--- src/rtl/wb_write_port.sv ---
// Writeback write-port driver: MEM/WB register, result select, r0 suppression and
// pipe/debug arbitration; 1-cycle MEM->port latency, stall_req backpressures the pipe.
module wb_write_port #(
  parameter int DSIZE       = 16,
  parameter int ASIZE       = 4,
  parameter int DBG_MAXWAIT = 4
) (
  input  logic             clk,
  input  logic             rst,
  input  logic             stall,
  input  logic             flush,
  input  logic             mem_wen,
  input  logic [ASIZE-1:0] mem_waddr,
  input  logic [1:0]       mem_wb_sel,
  input  logic [DSIZE-1:0] mem_alu,
  input  logic [DSIZE-1:0] mem_rdata,
  input  logic [DSIZE-1:0] mem_link,
  input  logic             dbg_valid,
  input  logic [ASIZE-1:0] dbg_addr,
  input  logic [DSIZE-1:0] dbg_data,
  output logic             dbg_ready,
  output logic             wen,
  output logic [ASIZE-1:0] waddr,
  output logic [DSIZE-1:0] wdata,
  output logic             stall_req,
  output logic [15:0]      wb_count
);

  localparam int              AGEW    = $clog2(DBG_MAXWAIT + 1);
  localparam logic [AGEW-1:0] AGE_MAX = AGEW'(DBG_MAXWAIT);

  logic             r_wb_valid;
  logic             r_wb_done;
  logic [ASIZE-1:0] r_wb_addr;
  logic [DSIZE-1:0] r_wb_data;
  logic             r_dbg_full;
  logic [ASIZE-1:0] r_dbg_addr;
  logic [DSIZE-1:0] r_dbg_data;
  logic [AGEW-1:0]  r_age;
  logic [15:0]      r_wb_count;

  logic             w_pipe_req;
  logic             w_dbg_req;
  logic             w_force_dbg;
  logic             w_grant_pipe;
  logic             w_grant_dbg;
  logic             w_dbg_accept;
  logic [DSIZE-1:0] w_mem_result;

  always_comb begin
    w_mem_result = mem_alu;
    case (mem_wb_sel)
      2'b01:   w_mem_result = mem_rdata;
      2'b10:   w_mem_result = mem_link;
      default: w_mem_result = mem_alu;
    endcase
  end

  // wb_done marks an entry already written while the stage is held by a stall
  assign w_pipe_req   = r_wb_valid & ~r_wb_done;
  assign w_dbg_req    = r_dbg_full;
  assign w_force_dbg  = w_dbg_req & (r_age == AGE_MAX);
  assign w_grant_dbg  = w_force_dbg | (w_dbg_req & ~w_pipe_req);
  assign w_grant_pipe = w_pipe_req & ~w_force_dbg;
  assign w_dbg_accept = dbg_valid & ~r_dbg_full;

  always_comb begin
    wen   = 1'b0;
    waddr = '0;
    wdata = '0;
    if (w_grant_dbg) begin
      wen   = 1'b1;
      waddr = r_dbg_addr;
      wdata = r_dbg_data;
    end else if (w_grant_pipe) begin
      wen   = 1'b1;
      waddr = r_wb_addr;
      wdata = r_wb_data;
    end
  end

  assign stall_req = w_force_dbg & w_pipe_req;
  assign dbg_ready = ~r_dbg_full;
  assign wb_count  = r_wb_count;

  always_ff @(posedge clk or negedge rst) begin
    if (!rst) begin
      r_wb_valid <= 1'b0;
      r_wb_done  <= 1'b0;
      r_wb_addr  <= '0;
      r_wb_data  <= '0;
    end else if (flush) begin
      r_wb_valid <= 1'b0;
      r_wb_done  <= 1'b0;
    end else if (!stall) begin
      r_wb_valid <= mem_wen & (mem_waddr != '0);
      r_wb_addr  <= mem_waddr;
      r_wb_data  <= w_mem_result;
      r_wb_done  <= 1'b0;
    end else if (w_grant_pipe) begin
      r_wb_done  <= 1'b1;
    end
  end

  // A drain and a refill never coincide: accept needs the buffer empty, grant needs it full
  always_ff @(posedge clk or negedge rst) begin
    if (!rst) begin
      r_dbg_full <= 1'b0;
      r_dbg_addr <= '0;
      r_dbg_data <= '0;
      r_age      <= '0;
    end else if (w_grant_dbg) begin
      r_dbg_full <= 1'b0;
      r_age      <= '0;
    end else if (w_dbg_accept && (dbg_addr != '0)) begin
      r_dbg_full <= 1'b1;
      r_dbg_addr <= dbg_addr;
      r_dbg_data <= dbg_data;
      r_age      <= '0;
    end else if (w_dbg_req && (r_age != AGE_MAX)) begin
      r_age      <= r_age + AGEW'(1);
    end
  end

  always_ff @(posedge clk or negedge rst) begin
    if (!rst) begin
      r_wb_count <= '0;
    end else if (w_grant_pipe && (r_wb_count != 16'hFFFF)) begin
      r_wb_count <= r_wb_count + 16'd1;
    end
  end

endmodule

--- config.mk ---
export PLATFORM = sky130hd
export DESIGN_NAME = wb_write_port
export DESIGN_NICKNAME = d
export VERILOG_FILES = /design/src/rtl/wb_write_port.sv
export SDC_FILE = /design/constraint.sdc
export NUM_CORES = 1
export LEC_CHECK = 0
export BUFFER_PORTS_ARGS = -buffer_cell sky130_fd_sc_hd__buf_2
export CORE_AREA = 2 2 84 86
export DETAILED_ROUTE_END_ITERATION = 7
export DIE_AREA = 0 0 86 88
export GPL_TIMING_DRIVEN = 0
export PLACE_DENSITY = 0.78
export SLEW_MARGIN = 0
export SYNTH_ARGS = -nofsm -noshare
export SYNTH_HDL_FRONTEND = slang
export SYNTH_SLANG_ARGS = --single-unit
--- constraint.sdc ---
create_clock -name clk -period 1.9 [get_ports clk]
set_input_delay 0.38 -clock clk [delete_from_list [all_inputs] [get_ports clk]]
set_output_delay 0.38 -clock clk [all_outputs]
set_load 0.05 [all_outputs]
# Word-level counts from Yosys, hierarchy flattened
# Cells that the tools add are included.
# classes
n_div	0
add_sub_neg	2
multipliers	0
muxes	17
n_reduce_logical	9
shift	0
eq_ne	7
order_cmp	0
bitwise	15
# ops
cell	count
16-bit two-way mux	2
16-bit case mux with 2 select lines	1
16-bit by 1-bit adder with 16-bit output (second input constant)	1
16-bit inequality test (second input constant)	1
1-bit two-way mux	9
3-bit two-way mux	3
4-bit two-way mux	2
4-bit nonzero test	2
1-bit bitwise AND	7
1-bit NOT	7
2-bit AND reduction	2
3-bit by 1-bit adder with 3-bit output (second input constant)	1
3-bit == test (second input constant)	1
1-bit logical AND	3
3-bit by 1-bit inequality test with 1-bit output (second input constant)	1
3-bit inequality test (second input constant)	1
3-bit nonzero test	1
2-bit by 1-bit == test with 1-bit output (second input constant)	1
2-bit == test (second input constant)	1
2-bit by 1-bit inequality test with 1-bit output (second input constant)	1
2-bit nonzero test	1
1-bit OR	1
# totals
ram_bits	0
latchBits	0
ff_bits	62
n_memories	0
mem_bits_ro	0
wordCells	59

# Logic depth before layout (Yosys ltp)
# Gate-level depths: netlist of run 1.
# logic_depth
word_depth	7
depth_mapped	8
depth_no_buf	6

# Worst setup path after synthesis of run 1
# Ideal clock, no wire load.
# synth_timing
path_kind	register -> output
from	register r_age[0]
to	output waddr[0]
setup_slack_ns	-0.140
path_stages_with_launch	9
arrival_ns	1.660
n_path_buf	2
required_time_ns	1.520
cell_sequence	dfrtp_1 inv_1 ha_1 nand3_1 and2_1 clkbuf_1 buf_2 nand2_1 nand2_1
# synth_between
elab_chain_len	6
word_cells_on_any_way	7
classes_between	eq/ne (1); mux (2); bitwise (4)
# synth_rtl
item	line_no	source
start, declared	39	logic [AGEW-1:0] r_age;
start signal, assigned	121	r_age <= r_age + AGEW'(1);
3-bit == test (*)	62	assign w_force_dbg = w_dbg_req & (r_age == AGE_MAX);
1-bit bitwise AND (*)	62	
1-bit NOT	64	assign w_grant_pipe = w_pipe_req & ~w_force_dbg;
1-bit bitwise AND	64	
4-bit two-way mux	75	end else if (w_grant_pipe) begin
4-bit two-way mux (*)	71	if (w_grant_dbg) begin
end, declared	23	output logic [ASIZE-1:0] waddr,
# Every way passes the cells marked *; elsewhere a longest branch is shown, timed or not.

# Worst setup path after layout of run 1
# layout_timing
from	register r_age[0]
to	output wdata[12]
# layout_between
elab_chain_len	6
word_cells_on_any_way	7
classes_between	eq/ne (1); mux (2); bitwise (4)
# layout_rtl
item	line_no	source
3-bit == test (*)	62	
1-bit bitwise AND (*)	62	
1-bit NOT	64	
1-bit bitwise AND	64	
16-bit two-way mux	75	
16-bit two-way mux (*)	71	
end, declared	24	output logic [DSIZE-1:0] wdata,
# Marks and branches as above.

==> metrics.csv, run 1 <==
stage,metric,value,unit
sta,Final Cycle Share,1.161,
routing,number of DRC markers after the initial detailed-route iteration,113,
sta,post-layout worst setup margin,-0.3059,ns
worst_setup_path,critical-path maximum fanout,5,
power_and_ir_drop,leakage dissipation,2.311,nW
synthesis,total number of yosys warnings,0,
clocking,total number of clock tree sinks,62,
place,Final Wtd Congestion,0.8199,
run_status,outcome,finished with violations,
sta,final total negative setup slack,-5.649,ns
run_status,violations in the final reports,negative setup slack,
worst_setup_path,critical path required time,1.52,ns
finish,Area Overhead vs Synth,49.82,%
die,die span in x,86,µm
synthesis,post-synthesis instance total,337,
finish,post-layout instance count excluding filler cells,563,
sta,worst-margin pin slew,0.7765,ns
die,Total Die Area,7568,µm²
worst_setup_path,startpoint class of the critical path,flip-flop,
clocking,Bufs on Longest Clock Path,2,
global_routing,vias in the first global route,3080,
worst_setup_path,category of the most critical setup path,flip-flop to output pin,
worst_setup_path,arrival time at the worst endpoint,1.83,ns
sta,worst hold slack across all endpoints,0.1055,ns
run,max-cap viol count,0,
routing,number of iterations in the first detailed-routing pass,4,
synthesis,cells taking the most area after synthesis,"dfrtp_1 (49%), mux2_1 (8.9%), nand2_1 (7.6%), a21oi_1 (3.8%), nand3_1 (3.8%)",
die,ports placed on the boundary,119,
clocking,clock latency of the later-clocked register in the worst-skew pair,0.35,ns
routing,Avg WL per Cell,16.33,µm
sta,unrepaired setup endpoints after global routing,yes,
routing,drc violations,0,
global_routing,first-pass GRT wire length,14480,µm
place,HPWL after detailed placement,6121,µm
power_and_ir_drop,worst vdd rail ir drop,0.0005272,V
routing,number of vias in the routed layout,3106,
clocking,CTS buffer count,9,
clocking,clock slew at reported path FFs,0.07,ns
synthesis,Post-Syn Area per Cell,9.404,µm²
sta,Setup Viol. Count Final,21,
synthesis,"Seq/Total Area, Yosys",0.4895,
power_and_ir_drop,cell area power density,910.2,nW/µm²
global_routing,pin count of the biggest net entering global routing,63,
place,total cell area at the placement stage,4008,µm²
global_routing,total congestion overflow after global routing,0,
sta,Final Max Slew Viols,0,
clocking,clock tree from TritonCTS,built,
synthesis,post-synth design cell area,3169,µm²
routing,vias per cell,5.517,
finish,NumNets Final,563,
routing,DRT antenna net count,0,
synthesis,Post-Syn Nets,422,
die,Rows,30,
place,port bufs,118,
sta,post-route minimum period,2.206,ns
finish,cell area after layout,4748,µm²
synthesis,portion of synthesized cell area occupied by the leading cell type,0.4895,
worst_setup_path,start of the worst register-to-register path,r_age[0]$_DFFE_PN0P_,
min_path,Hold WC Path Type,input pin to async pin,
clocking,maximum level of the CTS H-tree,3,
worst_setup_path,crit path launch,r_age[0]$_DFFE_PN0P_,
synthesis,number of register bits inferred by synthesis,62,
sta,number of hold violations in the final report,0,
sta,Max transition margin,0.4823,
clocking,CTS root buf,clkbuf_8,
synthesis,biggest area consumer among synthesized cells,dfrtp_1,
worst_setup_path,Critical Path End Type,output pin,
finish,layout filler cell count,483,
die,initial core utilization,0.4770,
routing,total wirelength of the detailed-routed design,9193,µm
global_routing,number of antenna violations at the first check in global routing,0,
place,Placed Cells,535,
die,height of the die,88,µm
synthesis,unique cell type count in the Yosys netlist,33,
finish,final antenna diode count,0,
sta,clk_skew,0.008580,ns
finish,fraction of the core area covered by cells at the end of the flow,0.7147,
die,Core Box Area,6644,µm²
finish,share of final-layout standard cells stronger than drive strength 1,0.4327,
sta,f_max,0.4533,GHz
global_routing,GRT Overall Usage,0.2433,
-- report_power, final --
| group | switching, mW | internal (mW) | leakage [nW] | total [mW] |
|---|---|---|---|---|
| combinational | 0.900 | 0.544 | 1.43 | 1.44 |
| clock | 0.540 | 0.636 | 0.102 | 1.18 |
| sequential | 0.173 | 1.53 | 0.780 | 1.70 |
-- per-layer routing --
layer / track usage / part of all wire / up-vias
met3: 0.07257 / 0.064 / 22
met1: 0.3094 / 0.41 / 1508
li1: - / - / 1466
met5: 0 / 0 / -
met4: 0.08947 / 0.021 / 0
met2: 0.3953 / 0.51 / 110
-- state kept, by name (all words and copies together), names as in the netlist --
| signal | cells |
|---|---|
| r_dbg_addr | 4 |
| r_wb_valid | 1 |
| r_dbg_full | 1 |
| r_wb_addr | 4 |
| wb_count | 16 |
| r_wb_data | 16 |
| r_wb_done | 1 |
| r_dbg_data | 16 |
| r_age | 3 |
-- worst paths after layout --
check | to | slack [ns] | depth (start not counted)
min in group clk | r_wb_valid$_DFFE_PN0P_ | 0.21 | 2
hold / removal | wb_count[10]$_DFFE_PN0P_ | 0.11 | 1
hold reg to reg | r_wb_data[6]$_DFFE_PN0P_ | 0.49 | 2
setup / recovery | wdata[12] | -0.31 | 9
max in group asynchronous | wb_count[0]$_DFFE_PN0P_ | 1.26 | 1
setup reg to reg | wb_count[10]$_DFFE_PN0P_ | 0.11 | 9
-- per-stage QoR --
stage                     power, mW  worst slack, ns
after detailed placement      2.917          -0.4865
after CTS                     4.264          -0.2746
after global routing          4.518          -0.3820
after floorplan               2.559         -0.02650
final                         4.322          -0.3059
after global placement        2.883          -0.4505
-- cell families (layout without fill, tap and decap cells) --
kind of cell	Yosys count	in the layout	share of synthesized area
AOI/OAI and AO/OA	65	65	0.1200
xor gates and xnor gates	11	11	0.03040
adders and majority gates	5	5	0.01974
buffers and inverters	27	173	0.03514
DFF	62	62	0.4895
muxes	26	26	0.09356
and+or+nand+nor	141	141	0.2116
-- cells in the mapped netlist (all sizes together) --
cell type / number
nor2: 24
nor4: 7
buf: 8
and3: 3
a31oi: 2
a21oi: 24
nand2b: 1
nand2: 64
nor3: 2
o41ai: 2
clkbuf: 14
inv: 5
xnor2: 1
ha: 5
and2: 3
or2: 1
o21ai: 20
a32o: 1
nand4: 6
nor2b: 1
mux2: 26
nand3: 24
a22oi: 16
and4: 2
dfrtp: 62
nor3b: 1
xor2: 10
nor4b: 2
-- critical path, stage by stage (launching register included) --
cell	delay, ns
dfrtp_1	0.39
inv_1	0.06
ha_2	0.18
nand3_4	0.10
nand2_4	0.10
buf_8	0.14
clkbuf_16	0.16
nand3_2	0.10
nand2_4	0.10
buf_8	0.14
-- layout by cell type (no fill, tap or decap), drive strengths merged, types with 3 or more instances in the layout --
cell / synthesis / routed
ha: 5 / 5
and3: 3 / 3
o21ai: 20 / 20
clkinv: 0 / 4
a22oi: 16 / 16
and2: 3 / 3
nor4: 7 / 7
buf: 8 / 137
nor2: 24 / 24
clkbuf: 14 / 25
nand2: 64 / 64
nand3: 24 / 24
dfrtp: 62 / 62
inv: 5 / 5
mux2: 26 / 26
xor2: 10 / 10
nand4: 6 / 6
a21oi: 24 / 24
-- cell type report --
type                    instances  area [µm²]  area share
plain buffers                  21       140.1     0.02951
clock buffers                  10       137.6     0.02899
clock inverters                 6       61.31     0.01291
inverters                       5       18.77    0.003953
multi-input cells             248        1804      0.3800
flip-flops and latches         62        1554      0.3273
well taps                      80       100.1     0.02108
repair buffers                131       932.1      0.1963
-- what timing repair did --
item | 4_1_cts | 5_1_grt
endpoints found under the setup margin | 21 | 22
resized for setup | 95 | 15
buffers inserted | 7 | 4
hold buffers | 0 | 0
cloned | 0 | 2
pin swaps | 17 | 8
hold endpoints to repair | 0 | 0
No activity file was read; power rests on OpenSTA's default activity.
==> run 2, diff against run 1 <==
REMOVE_ABC_BUFFERS = 1   (was default)
==> run 2 against run 1 <==
Against the previous run: the run still ends with negative setup slack left; power fell by 5.3%; clock skew grew 0.0080 ns; register-to-register slack worse by 0.05 ns; maximum frequency rose by 4.9%; hold slack gained 0.0017 ns; flip-flop and latch count is the same; critical path depth down 2; final cell count down 1.2%; setup slack improved by 0.10 ns; via count about the same; sequential power about the same; die area unchanged; largest cell class unchanged.
==> metrics.csv, run 2 (synthesis results as in run 1) <==
stage,metric,value,unit,change
worst_setup_path,most used cell along the critical path,nand2_2,,
global_routing,number of antenna violations at the first check in global routing,0,,unchanged
worst_setup_path,cell-by-cell listing of the critical path,inv_2 > ha_4 > nand3_4 > and2_4 > nand2_2 > nand2_2 > buf_8,,was inv_1 > ha_2 > nand3_4 > nand2_4 > buf_8 > clkbuf_16 > nand3_2 > nand2_4 > buf_8
power_and_ir_drop,switching fraction of total power,0.3780,,was 0.3732
clocking,maximum level of the CTS H-tree,3,,unchanged
routing,DRT antenna net count,0,,unchanged
die,Total Die Area,7568,µm²,unchanged
clocking,total number of clock tree sinks,62,,unchanged
finish,cell area after layout,4592,µm²,was 4748 µm²
run_status,violations in the final reports,negative setup slack,,unchanged
worst_setup_path,critical path required time,1.52,ns,about the same
sta,f_max,0.4758,GHz,was 0.4533 GHz
clocking,CTS root buf,clkbuf_8,,unchanged
finish,final antenna diode count,0,,unchanged
die,ports placed on the boundary,119,,unchanged
sta,number of hold violations in the final report,0,,unchanged
die,Rows,30,,unchanged
sta,worst hold slack across all endpoints,0.1071,ns,was 0.1055 ns
clocking,clock tree from TritonCTS,built,,unchanged
routing,number of vias in the routed layout,3109,,was 3106
worst_setup_path,Critical Path End Type,output pin,,unchanged
global_routing,met3 Track Usage GR,0.06503,,was 0.07257
clocking,CTS buffer count,9,,unchanged
power_and_ir_drop,proportion of power drawn by flip-flops and latches,0.417,,was 0.394
clocking,Bufs on Longest Clock Path,2,,unchanged
routing,number of iterations in the first detailed-routing pass,4,,unchanged
sta,post-layout worst setup margin,-0.2019,ns,was -0.3059 ns
place,Final Wtd Congestion,0.8352,,was 0.8199
worst_setup_path,highest cell delay on the worst timing path,0.39,ns,about the same
run_status,outcome,finished with violations,,unchanged
run,max-cap viol count,0,,unchanged
finish,NumNets Final,559,,was 563
finish,Area Overhead vs Synth,44.89,%,was 49.82%
worst_setup_path,arrival time at the worst endpoint,1.72,ns,was 1.83 ns
sta,Final Max Slew Viols,0,,unchanged
place,total cell area at the placement stage,3785,µm²,was 4008 µm²
worst_setup_path,start of the worst register-to-register path,r_age[0]$_DFFE_PN0P_,,unchanged
worst_setup_path,startpoint class of the critical path,flip-flop,,unchanged
finish,share of final-layout standard cells stronger than drive strength 1,0.4643,,was 0.4327
sta,clk_skew,0.01655,ns,was 0.008580 ns
global_routing,first-pass GRT wire length,15390,µm,was 14480 µm
worst_setup_path,critical-path maximum fanout,7,,was 5
finish,post-layout instance count excluding filler cells,556,,was 563
worst_setup_path,crit path max-delay cell type,dfrtp_1,,unchanged
place,HPWL after detailed placement,5709,µm,was 6121 µm
min_path,Hold WC Path Type,input pin to async pin,,unchanged
worst_setup_path,Top Family by Delay on Critical Path,simple AND/OR/NAND/NOR gates,,was buffers and inverters
sta,Setup Viol. Count Final,21,,unchanged
clocking,clock slew at reported path FFs,0.07,ns,about the same
global_routing,total congestion overflow after global routing,0,,unchanged
routing,total wirelength of the detailed-routed design,10070,µm,was 9193 µm
global_routing,vias in the first global route,3236,,was 3080
power_and_ir_drop,leakage dissipation,2.265,nW,was 2.311 nW
routing,drc violations,0,,unchanged
sta,Max transition margin,0.2229,,was 0.4823
die,die span in x,86,µm,unchanged
routing,Avg WL per Cell,18.11,µm,was 16.33 µm
worst_setup_path,crit path launch,r_age[0]$_DFFE_PN0P_,,unchanged
finish,layout filler cell count,517,,was 483
power_and_ir_drop,power share of the clock group,0.246,,was 0.272
die,Core Box Area,6644,µm²,unchanged
power_and_ir_drop,worst vdd rail ir drop,0.0004604,V,was 0.0005272 V
power_and_ir_drop,Final Power,4.094,mW,was 4.322 mW
routing,vias per cell,5.592,,was 5.517
global_routing,M1 GR Usage,0.3062,,was 0.3094
global_routing,GRT Overall Usage,0.2667,,was 0.2433
worst_setup_path,buffer and inverter count on the worst path,2,,was 4
power_and_ir_drop,switching power summed over all nets,1.548,mW,was 1.613 mW
power_and_ir_drop,cell area power density,891.5,nW/µm²,was 910.2 nW/µm²
power_and_ir_drop,internal power contribution,2.546,mW,was 2.709 mW
global_routing,grt met2 use,0.4743,,was 0.3953
worst_setup_path,category of the most critical setup path,flip-flop to output pin,,unchanged
place,port bufs,118,,unchanged
power_and_ir_drop,combinational fraction of design power,0.337,,was 0.334
global_routing,global routing's busiest layer,met2,,unchanged
die,height of the die,88,µm,unchanged
routing,number of DRC markers after the initial detailed-route iteration,230,,was 113
sta,Final Cycle Share,1.106,,was 1.161
finish,"most common cell after layout, fill and taps aside",buf_2,,unchanged
clocking,clock latency of the later-clocked register in the worst-skew pair,0.34,ns,was 0.35 ns
sta,post-route minimum period,2.102,ns,was 2.206 ns
sta,worst-margin pin slew,1.166,ns,was 0.7765 ns
sta,unrepaired setup endpoints after global routing,yes,,unchanged
die,initial core utilization,0.4770,,unchanged
global_routing,pin count of the biggest net entering global routing,63,,unchanged
place,Placed Cells,514,,was 535
finish,"top library cells by usage in the layout, fill and taps aside","buf_2 (96), dfrtp_1 (61), nand2_2 (36)",,"was buf_2 (99), dfrtp_1 (60), nand2_1 (43)"
sta,final total negative setup slack,-3.001,ns,was -5.649 ns
-- run 2: path summary, 6_finish.rpt --
kind,slack [ns],to,cells after the start
worst max-delay path,-0.20,wdata[1],7
worst min-delay path,0.11,r_wb_done$_DFFE_PN0P_,1
worst max register to register,0.06,wb_count[7]$_DFFE_PN0P_,8
worst min register to register,0.49,r_dbg_data[12]$_DFFE_PN0P_,1
max in group asynchronous,1.16,r_dbg_full$_DFFE_PN0P_,1
min in group clk,0.24,r_wb_valid$_DFFE_PN0P_,2
-- run 2: what timing repair did --
item,4_1_cts,5_1_grt
cloned,6,0
endpoints found under the setup margin,62,27
pin swaps,28,27
hold buffers,0,0
setup buffers,17,6
gates resized for setup,82,39
-- run 2: layout make-up --
type                            instances  area [µm²]  area share
Tap cell                               80       100.1     0.02180
Inverter                                5       18.77    0.004087
Timing Repair Buffer                  142       969.7      0.2112
Clock buffer                           11       151.4     0.03297
Multi-Input combinational cell        254        1787      0.3891
Sequential cell                        62        1555      0.3387
Clock inverter                          2       10.01    0.002180
-- run 2: power groups by stage --
stage | registers (mW) | logic [mW] | clock network (mW)
final | 1.71 | 1.38 | 1.01
after global routing | 1.73 | 1.47 | 1.07
after CTS | 1.68 | 1.31 | 1.01
after detailed placement | 1.71 | 1.13 | 0
after global placement | 1.70 | 1.10 | 0
after floorplan | 1.86 | 0.611 | 0
-- run 2: stage by stage --
step,worst slack [ns],utilization
after floorplan,-0.4310,-
after detailed placement,-1.214,0.5697
after global placement,-1.170,0.5670
after global routing,-0.2554,0.6911
final,-0.2019,0.6911
after CTS,-0.1568,0.6640
-- run 2: worst reg2reg max path: cells and delay by family, from the launching register on --
kind                     cells  cell delay (ns)
buffers and inverters        3             0.35
XOR/XNOR                     1             0.21
adder cells (fa/ha/maj)      1             0.18
flip-flops                   1             0.37
AND/OR/NAND/NOR              3             0.66
-- run 2: per-layer routing --
layer,up-vias,wire length (µm)
li1,1455,-
met1,1484,3759
met2,150,5401
met3,20,707
met4,0,201
met5,-,0
==> run 3, diff against run 2 <==
BUFFER_PORTS_ARGS = default   (was -buffer_cell sky130_fd_sc_hd__buf_2)
CORE_AREA = 2 2 79 81   (was 2 2 84 86)
CTS_BUF_LIST = sky130_fd_sc_hd__clkbuf_2 sky130_fd_sc_hd__clkbuf_4 sky130_fd_sc_hd__clkbuf_8   (was default)
DIE_AREA = 0 0 81 83   (was 0 0 86 88)
DONT_BUFFER_PORTS = 1   (was default)
PLACE_DENSITY = 0.69   (was 0.78)
==> run 3 against run 2 <==
Against the previous run: die area down 11%; the flow still finishes with violations (negative setup slack); sequential share of layout area increased by 4.4 points; via count is 13% lower; combinational power is 29% lower; maximum frequency rose by 5.5%.
==> metrics.csv, run 3 (synthesis results as in run 1) <==
stage,metric,value,unit,change
clocking,clock slew at reported path FFs,0.07,ns,about the same
worst_setup_path,startpoint class of the critical path,flip-flop,,unchanged
worst_setup_path,arrival time at the worst endpoint,1.61,ns,was 1.72 ns
routing,total wirelength of the detailed-routed design,8852,µm,was 10070 µm
global_routing,total congestion overflow after global routing,0,,unchanged
clocking,CTS buffer count,9,,unchanged
sta,post-route minimum period,1.992,ns,was 2.102 ns
global_routing,vias in the first global route,2839,,was 3236
global_routing,GRT Overall Usage,0.2663,,was 0.2667
routing,number of DRC markers after the initial detailed-route iteration,158,,was 230
sta,Setup Viol. Count Final,21,,unchanged
place,Final Wtd Congestion,0.7988,,was 0.8352
sta,Max transition margin,0.2151,,was 0.2229
clocking,Bufs on Longest Clock Path,2,,unchanged
clocking,clock latency of the later-clocked register in the worst-skew pair,0.33,ns,was 0.34 ns
finish,final antenna diode count,0,,unchanged
sta,worst-margin pin slew,1.177,ns,was 1.166 ns
die,Rows,28,,was 30
routing,DRT antenna net count,0,,unchanged
routing,vias per cell,6.281,,was 5.592
power_and_ir_drop,worst vdd rail ir drop,0.0006122,V,was 0.0004604 V
sta,Final Cycle Share,1.048,,was 1.106
global_routing,first-pass GRT wire length,13570,µm,was 15390 µm
clocking,clock tree from TritonCTS,built,,unchanged
power_and_ir_drop,leakage dissipation,1.742,nW,was 2.265 nW
place,HPWL after detailed placement,4863,µm,was 5709 µm
place,Placed Cells,391,,was 514
run,max-cap viol count,0,,unchanged
die,ports placed on the boundary,119,,unchanged
clocking,maximum level of the CTS H-tree,3,,unchanged
finish,Area Overhead vs Synth,30.00,%,was 44.89%
die,height of the die,83,µm,was 88 µm
routing,number of vias in the routed layout,2707,,was 3109
die,Total Die Area,6723,µm²,was 7568 µm²
sta,f_max,0.5020,GHz,was 0.4758 GHz
die,die span in x,81,µm,was 86 µm
routing,drc violations,0,,unchanged
power_and_ir_drop,cell area power density,1030,nW/µm²,was 891.5 nW/µm²
run_status,outcome,finished with violations,,unchanged
die,Core Box Area,5816,µm²,was 6644 µm²
clocking,total number of clock tree sinks,62,,unchanged
routing,number of iterations in the first detailed-routing pass,4,,unchanged
run_status,violations in the final reports,negative setup slack,,unchanged
finish,NumNets Final,436,,was 559
global_routing,pin count of the biggest net entering global routing,63,,unchanged
worst_setup_path,critical path required time,1.52,ns,about the same
sta,Final Max Slew Viols,0,,unchanged
worst_setup_path,category of the most critical setup path,flip-flop to output pin,,unchanged
worst_setup_path,critical-path maximum fanout,7,,unchanged
finish,"top library cells by usage in the layout, fill and taps aside","dfrtp_1 (45), nand2_1 (36), mux2_1 (25)",,"was buf_2 (96), dfrtp_1 (61), nand2_2 (36)"
die,initial core utilization,0.5450,,was 0.4770
finish,"most common cell after layout, fill and taps aside",dfrtp_1,,was buf_2
routing,Avg WL per Cell,20.54,µm,was 18.11 µm
clocking,CTS root buf,clkbuf_8,,unchanged
global_routing,number of antenna violations at the first check in global routing,0,,unchanged
sta,final total negative setup slack,-1.190,ns,was -3.001 ns
sta,unrepaired setup endpoints after global routing,yes,,unchanged
place,port bufs,0,,was 118
sta,clk_skew,0.006625,ns,was 0.01655 ns
sta,number of hold violations in the final report,0,,unchanged
worst_setup_path,Critical Path End Type,output pin,,unchanged
min_path,Hold WC Path Type,input pin to flip-flop,,was input pin to async pin
sta,post-layout worst setup margin,-0.09185,ns,was -0.2019 ns
finish,post-layout instance count excluding filler cells,431,,was 556
finish,share of final-layout standard cells stronger than drive strength 1,0.3399,,was 0.4643
[run 3: final timing paths]
| check | to | cells after the start | slack [ns] | from |
|---|---|---|---|---|
| worst max-delay path | wdata[4] | 6 | -0.09 | r_age[1]$_DFFE_PN0P_ |
| worst min-delay path | r_wb_done$_DFFE_PN0P_ | 1 | 0.11 | flush |
| worst max register to register | r_dbg_data[15]$_DFFE_PN0P_ | 4 | 0.02 | r_dbg_full$_DFFE_PN0P_ |
| worst min register to register | r_wb_data[2]$_DFFE_PN0P_ | 2 | 0.48 | r_wb_data[2]$_DFFE_PN0P_ |
| max in group asynchronous | wb_count[2]$_DFFE_PN0P_ | 2 | 1.00 | rst |
| min in group asynchronous | r_wb_data[13]$_DFFE_PN0P_ | 2 | 0.59 | rst |
[run 3: layout make-up]
class,count,area [µm²]
inverters,5,22.52
multi-input cells,254,2018
clock inverters,4,70.07
fillers,418,1695
flip-flops and latches,62,1578
repair buffers,19,185.2
well taps,75,93.84
clock buffers,12,152.6
[run 3: repair_timing]
item / in CTS / in global routing
cloned: 6 / 0
pin swaps: 25 / 14
buffers inserted: 12 / 4
endpoints found under the hold margin: 62 / 0
hold buffers: 2 / 0
gates resized for setup: 97 / 23
setup endpoints to repair: 58 / 43
[run 3: report_power, final]
group / leakage (nW) / switching (mW) / internal, mW
clock: 0.117 / 0.511 / 0.800
sequential: 0.757 / 0.416 / 1.54
combinational: 0.868 / 0.638 / 0.341
total: 1.74 / 1.56 / 2.68
[run 3: stage by stage]
step / util / area, µm² / hold slack (ns) / power, mW / setup WS (ns)
floorplan: - / 3077 / 0.08441 / 2.467 / -0.4310
global placement: 0.5452 / 3171 / 0.08577 / 2.576 / -1.227
detailed placement: 0.5503 / 3201 / 0.08576 / 2.623 / -1.233
CTS: 0.6822 / 3968 / 0.09682 / 4.143 / -0.06607
global route: 0.7085 / 4120 / 0.08979 / 4.436 / -0.1467
finish: 0.7085 / 4120 / 0.1120 / 4.245 / -0.09185
[run 3: critical path, cell delays in order (launching register included)]
cell and delay [ns]:
dfrtp_1 0.39, inv_2 0.07, ha_4 0.16, nand3_4 0.18, nand2_8 0.18, nand3_2 0.12
nand2_4 0.18
[run 3: layer usage]
| metal | track usage | routed length, µm |
|---|---|---|
| met5 | 0 | 0 |
| met4 | 0.1356 | 179 |
| met3 | 0.07500 | 710 |
| met2 | 0.4275 | 4547 |
| met1 | 0.3220 | 3415 |
